$ cat src/rtl/flt_to_fix_conv.sv
// -----------------------------------------------------------------------------
// flt_to_fix_conv
//
// Sequential converter from IEEE-754 half precision (float16) to signed
// two's-complement fixed point 8.8. The magnitude is aligned by shifting it
// one bit per cycle, so a conversion takes 3+N edges from the accepting edge.
// N is the alignment distance: 0..4 to the left, or 1..16 to the right.
//
// Ports:
//   clk      in   1  rising-edge clock
//   reset    in   1  synchronous, active-high reset
//   start    in   1  conversion request, honoured only in IDLE or DONE
//   flt_in   in  16  float16 operand {sign, exp[4:0] (bias 15), mant[9:0]}
//   fix_out  out 16  8.8 result, valid while ack is high
//   ack      out  1  conversion complete (level, held until next accept)
//   busy     out  1  conversion in progress (CLASSIFY/SHIFT/FINISH)
//
// Build option:
//   FLT2FIX_ROUND_EN  defined   -> round to nearest, ties to even
//                     undefined -> truncate toward zero
// -----------------------------------------------------------------------------
module flt_to_fix_conv (
  input  logic        clk,
  input  logic        reset,
  input  logic        start,
  input  logic [15:0] flt_in,
  output logic [15:0] fix_out,
  output logic        ack,
  output logic        busy
);

`ifdef FLT2FIX_ROUND_EN
  localparam logic RoundEn = 1'b1;
`else
  localparam logic RoundEn = 1'b0;
`endif

  typedef enum logic [2:0] {
    S_IDLE,
    S_CLASSIFY,
    S_SHIFT,
    S_FINISH,
    S_DONE
  } state_e;

  state_e      state_q;
  logic [15:0] flt_q;     // operand captured on the accepting edge
  logic [16:0] mag_q;     // {1,mant} aligned to 8.8 units; bit 16 flags overflow
  logic [4:0]  cnt_q;     // remaining shift steps
  logic        left_q;    // shift direction
  logic        guard_q;   // first bit shifted out to the right
  logic        sticky_q;  // OR of every bit shifted out below the guard
  logic [15:0] fix_q;
  logic        ack_q;
  logic        busy_q;

  // Classification of the captured operand.
  logic [4:0]  exp_w;
  logic [9:0]  mant_w;
  logic [16:0] cls_mag_d;
  logic [4:0]  cls_cnt_d;
  logic        cls_left_d;

  assign exp_w  = flt_q[14:10];
  assign mant_w = flt_q[9:0];

  // NOTE: every output of a combinational block gets a default first, so no
  // path leaves it unassigned and no latch is inferred.
  always_comb begin
    cls_mag_d  = {6'd0, 1'b1, mant_w};
    cls_cnt_d  = 5'd0;
    cls_left_d = 1'b0;
    if (exp_w == 5'd0) begin
      cls_mag_d = 17'd0;                      // zero and denormals
    end else if (exp_w == 5'd31 && mant_w != 10'd0) begin
      cls_mag_d = 17'd0;                      // NaN
    end else if (exp_w >= 5'd22) begin
      cls_mag_d = 17'h10000;                  // inf or out of range: forces saturation
    end else if (exp_w >= 5'd17) begin
      cls_cnt_d  = exp_w - 5'd17;
      cls_left_d = 1'b1;
    end else begin
      cls_cnt_d  = 5'd17 - exp_w;
    end
  end

  // Rounding, saturation and sign application for FINISH.
  logic        round_inc;
  logic [16:0] mag_rnd;
  logic [15:0] fix_d;

  always_comb begin
    round_inc = guard_q & (sticky_q | mag_q[0]);
    mag_rnd   = mag_q + {16'd0, RoundEn & round_inc};
    if (mag_rnd > 17'h07FFF) begin
      fix_d = flt_q[15] ? 16'h8000 : 16'h7FFF;
    end else if (flt_q[15]) begin
      fix_d = ~mag_rnd[15:0] + 16'd1;
    end else begin
      fix_d = mag_rnd[15:0];
    end
  end

  // NOTE: sequential state is updated with non-blocking assignments so every
  // register samples the values from before the clock edge.
  always_ff @(posedge clk) begin
    if (reset) begin
      state_q  <= S_IDLE;
      flt_q    <= 16'd0;
      mag_q    <= 17'd0;
      cnt_q    <= 5'd0;
      left_q   <= 1'b0;
      guard_q  <= 1'b0;
      sticky_q <= 1'b0;
      fix_q    <= 16'd0;
      ack_q    <= 1'b0;
      busy_q   <= 1'b0;
    end else begin
      case (state_q)
        S_IDLE, S_DONE: begin
          if (start) begin
            flt_q   <= flt_in;
            ack_q   <= 1'b0;
            busy_q  <= 1'b1;
            state_q <= S_CLASSIFY;
          end
        end
        S_CLASSIFY: begin
          mag_q    <= cls_mag_d;
          cnt_q    <= cls_cnt_d;
          left_q   <= cls_left_d;
          guard_q  <= 1'b0;
          sticky_q <= 1'b0;
          state_q  <= (cls_cnt_d != 5'd0) ? S_SHIFT : S_FINISH;
        end
        S_SHIFT: begin
          if (left_q) begin
            mag_q <= {mag_q[15:0], 1'b0};
          end else begin
            sticky_q <= sticky_q | guard_q;
            guard_q  <= mag_q[0];
            mag_q    <= {1'b0, mag_q[16:1]};
          end
          cnt_q <= cnt_q - 5'd1;
          if (cnt_q == 5'd1) begin
            state_q <= S_FINISH;
          end
        end
        S_FINISH: begin
          fix_q   <= fix_d;
          ack_q   <= 1'b1;
          busy_q  <= 1'b0;
          state_q <= S_DONE;
        end
        default: state_q <= S_IDLE;
      endcase
    end
  end

  assign fix_out = fix_q;
  assign ack     = ack_q;
  assign busy    = busy_q;

endmodule

$ cat config.mk
export PLATFORM = sky130hd
export DESIGN_NAME = flt_to_fix_conv
export DESIGN_NICKNAME = d
export VERILOG_FILES = /design/src/rtl/flt_to_fix_conv.sv
export SDC_FILE = /design/constraint.sdc
export NUM_CORES = 1
export LEC_CHECK = 0
export ABC_AREA = 1
export ABC_CLOCK_PERIOD_IN_PS = 2100
export BUFFER_PORTS_ARGS = -buffer_cell sky130_fd_sc_hd__buf_2
export CORE_MARGIN = 2
export CORE_UTILIZATION = 55
export DETAILED_ROUTE_END_ITERATION = 7
export PLACE_DENSITY_LB_ADDON = 0.1
export SETUP_SLACK_MARGIN = 0.2
export SYNTH_ARGS = -nofsm -noshare
export SYNTH_HDL_FRONTEND = slang
export SYNTH_SLANG_ARGS = --single-unit
$ cat constraint.sdc
create_clock -name clk -period 2.1 [get_ports clk]
set_clock_uncertainty 0.2 [all_clocks]
set_input_delay 0.105 -clock clk [delete_from_list [all_inputs] [get_ports clk]]
set_output_delay 0.105 -clock clk [all_outputs]
set_load 0.005 [all_outputs]
==> qor.csv <==
metric;value;unit
status;complete, no violations;
Post-synth top cells;nand2_1, nor2_1, dfxtp_1;
Die ar.;6730;um^2
Sw Share;43.0;%
CP arrival;1.86;ns
Hold Crit Class;in2reg;
Routed Wire Length;8100;um
core area;5890;um^2
vias in the first global route;2987;
r2r setup slk;0.29;ns
Mean Syn Cell Area;6.76;um^2
Detail Route met3 WL;302;um
Detailed Place HPWL;5450;um
placed instance area;3560;um^2
routed via count;3354;
Routed Antenna Nets;0;
Final GP Congestion;0.825;
static leakage;0.00182;uW
clock power share;20.4;%
Tcrit/Tclk final;86.0;%
Post-Synthesis Cell Area;3350;um^2
Antenna Cells;0;
grt total ovfl;0;
Hold Vio Cnt, Final;0;
worst setup margin;0.295;ns
Starting Density;56.9;%
max_cap viols;0;
final slew viol count;0;
Setup crit start kind;register;
Clock Root Buffer;clkbuf_8;
largest family of logic cells by synthesized area;simple AND/OR/NAND/NOR gates;
placed cells;590;
vias per inst;5.32;
Yosys top cell area share;35.9;%
Clk Latency, worst-skew pair;0.33;ns
area grow syn2layout;22.2;%
Met2 Routed Length;3980;um
RSZ-0062 raised after global routing;true;
Tmin final;1.81;ns
Post-Synthesis Cells;495;
R2R Path End;mag_q[7];
Post-Synth Adder-Cell Area;4.11;%
initial antenna violation count;0;
Setup crit end kind;register;
Final Non-Filler Cells;631;
Switch Pwr;2250;uW
row count;28;
Hold Slack;0.0411;ns
Mapped Nets;525;
largest net degree at the start of global routing;36;
M1 wire length;3730;um
Highest Clock Rate;554;MHz
Final Cell Area;4090;um^2
Hold Startpoint;reset;
maximum net fanout on the critical path;8;
Compound-Gate Fraction of Synth Area;19.2;%
post-synthesis xor/xnor area fraction;2.35;%
TritonRoute pass-1 iters;4;
yosys warns;0;
FF-to-FF Start;flt_q[11];
IR drop worst, VDD;0.000688;V
Gate power share;46.9;%
Tightest Pin Transition;0.506;ns
sequential share of power;32.8;%
CTS tree;done;
Distinct cells, synth;35;
final setup fails;0;
CTS buffer count;9;
kind of critical path;reg2reg;
Synth Register Bits;60;
clk buf depth;2;
asr flop ratio synth;0;%
simple-gate portion of the synthesized area;28.7;%
first-pass GRT wire length;13000;um
H-tree depth;3;
top sig layer;met4;
area leader, netlist;dfxtp_1;
clock sinks;60;
GRT Resource Usage Total;25.0;%
R2R cell count;10;
Hold Crit Depth;3;
DIE HEIGHT;82.0;um
die width;82.0;um
Clk pin slew, worst setup/hold paths;0.07;ns
setup TNS;0;ns
Place WS;0.162;ns
Ports;37;
1st-iter DRT viols;191;
sequential share of the synthesized area;35.9;%
synth top area cells;dfxtp_1, nand2_1, nor2_1;
Int Power;2980;uW
wire per inst;12.8;um
fraction of layout cells with a size suffix above 1;18.9;%
Primary FF master, synth;dfxtp_1;
Critical Path RT;2.16;ns
post-synthesis mux area share;0;%
EDFF count, synth;0;
Final nets;581;
DRC Markers;0;
Endpoint, Worst Hold;fix_out[15];
PwrDens;1280;nW/um^2
# port buffers;36;
Slew Limit Headroom;66.2;%
most numerous cell in the Yosys netlist;nand2_1;
flip-flops by register name (all words and copies together) (netlist names):
register  flops
ack           1
busy          1
cnt_q         5
fix_out      16
flt_q        16
left_q        1
mag_q        17
state_q       3
critical path, cell delays in order (launching register included):
cell,delay (ns)
dfxtp_2,0.37
inv_4,0.06
ha_1,0.18
inv_1,0.05
nor2_1,0.04
nand2_1,0.09
nand2_2,0.09
nor2_4,0.14
clkdlybuf4s15_2,0.27
nand3_1,0.10
a41oi_1,0.15
cells in the final DEF (no fill, tap or decap), types with 5 or more instances in the layout:
| cell type | count |
|---|---|
| dlygate4sd3_1 | 17 |
| nand3_1 | 37 |
| xor2_1 | 6 |
| o21ai_0 | 52 |
| nand4_1 | 6 |
| a22oi_1 | 6 |
| nand2_1 | 99 |
| nand2_2 | 5 |
| buf_4 | 16 |
| a31oi_1 | 12 |
| nor2_1 | 69 |
| dfxtp_2 | 5 |
| dfxtp_1 | 52 |
| buf_2 | 36 |
| clkbuf_8 | 11 |
| ha_1 | 10 |
| inv_1 | 40 |
| a21oi_1 | 26 |
worst max-delay path by stage:
stage	startpoint	endpoint	slack, ns	cells past startpoint
floorplan	flt_q[12]	state_q[0]	0.36	12
global placement	flt_q[11]	state_q[0]	0.26	12
detailed placement	flt_q[11]	state_q[0]	0.16	12
CTS	flt_q[11]	cnt_q[4]	0.22	11
global route	mag_q[0]	fix_out[12]	0.16	9
finish	flt_q[11]	mag_q[7]	0.29	10
metrics by stage:
| step | utilization (%) | total power [uW] |
|---|---|---|
| after detailed placement | 60.5 | 3870 |
| after global routing | 69.5 | 5660 |
| after global placement | 60.5 | 3810 |
| after CTS | 66.9 | 4970 |
| after floorplan | - | 3350 |
| final | 69.5 | 5220 |
kinds of logic (layout without fill, tap and decap cells):
family	count (synthesis)	after routing
simple gates	229	229
compound gates	112	113
buf+inv	74	134
flops	60	60
fa+ha+maj	11	11
xor+xnor	9	9
per-layer routing:
metal,track usage (%),vias to the layer above
met2,42.7,57
met3,6.81,11
met5,0,-
li1,-,1746
met1,30.4,1540
met4,8.00,0
area by class of cell:
class / count / area, um^2
inverter: 46 / 178
clock buffer: 12 / 155
sequential: 60 / 1220
fill: 511 / 1800
timing repair buffer: 72 / 513
clock inverter: 4 / 47.5
tap: 75 / 93.8
multi-input combinational: 362 / 1880
power by group through the flow:
stage,sequential (uW),clock (uW),combinational (uW)
floorplan,1580,0,1770
global placement,1700,0,2110
detailed placement,1710,0,2160
CTS,1690,1080,2210
global route,1750,1140,2760
finish,1710,1060,2450
what timing repair did:
action	CTS	global route
gates resized for setup	2	28
hold buffers	17	0
pin swaps	0	8
gates cloned	0	2
setup buffers	0	6
setup endpoints to repair	2	31
endpoints found under the hold margin	17	0
Power figures use the tool's default switching activity.
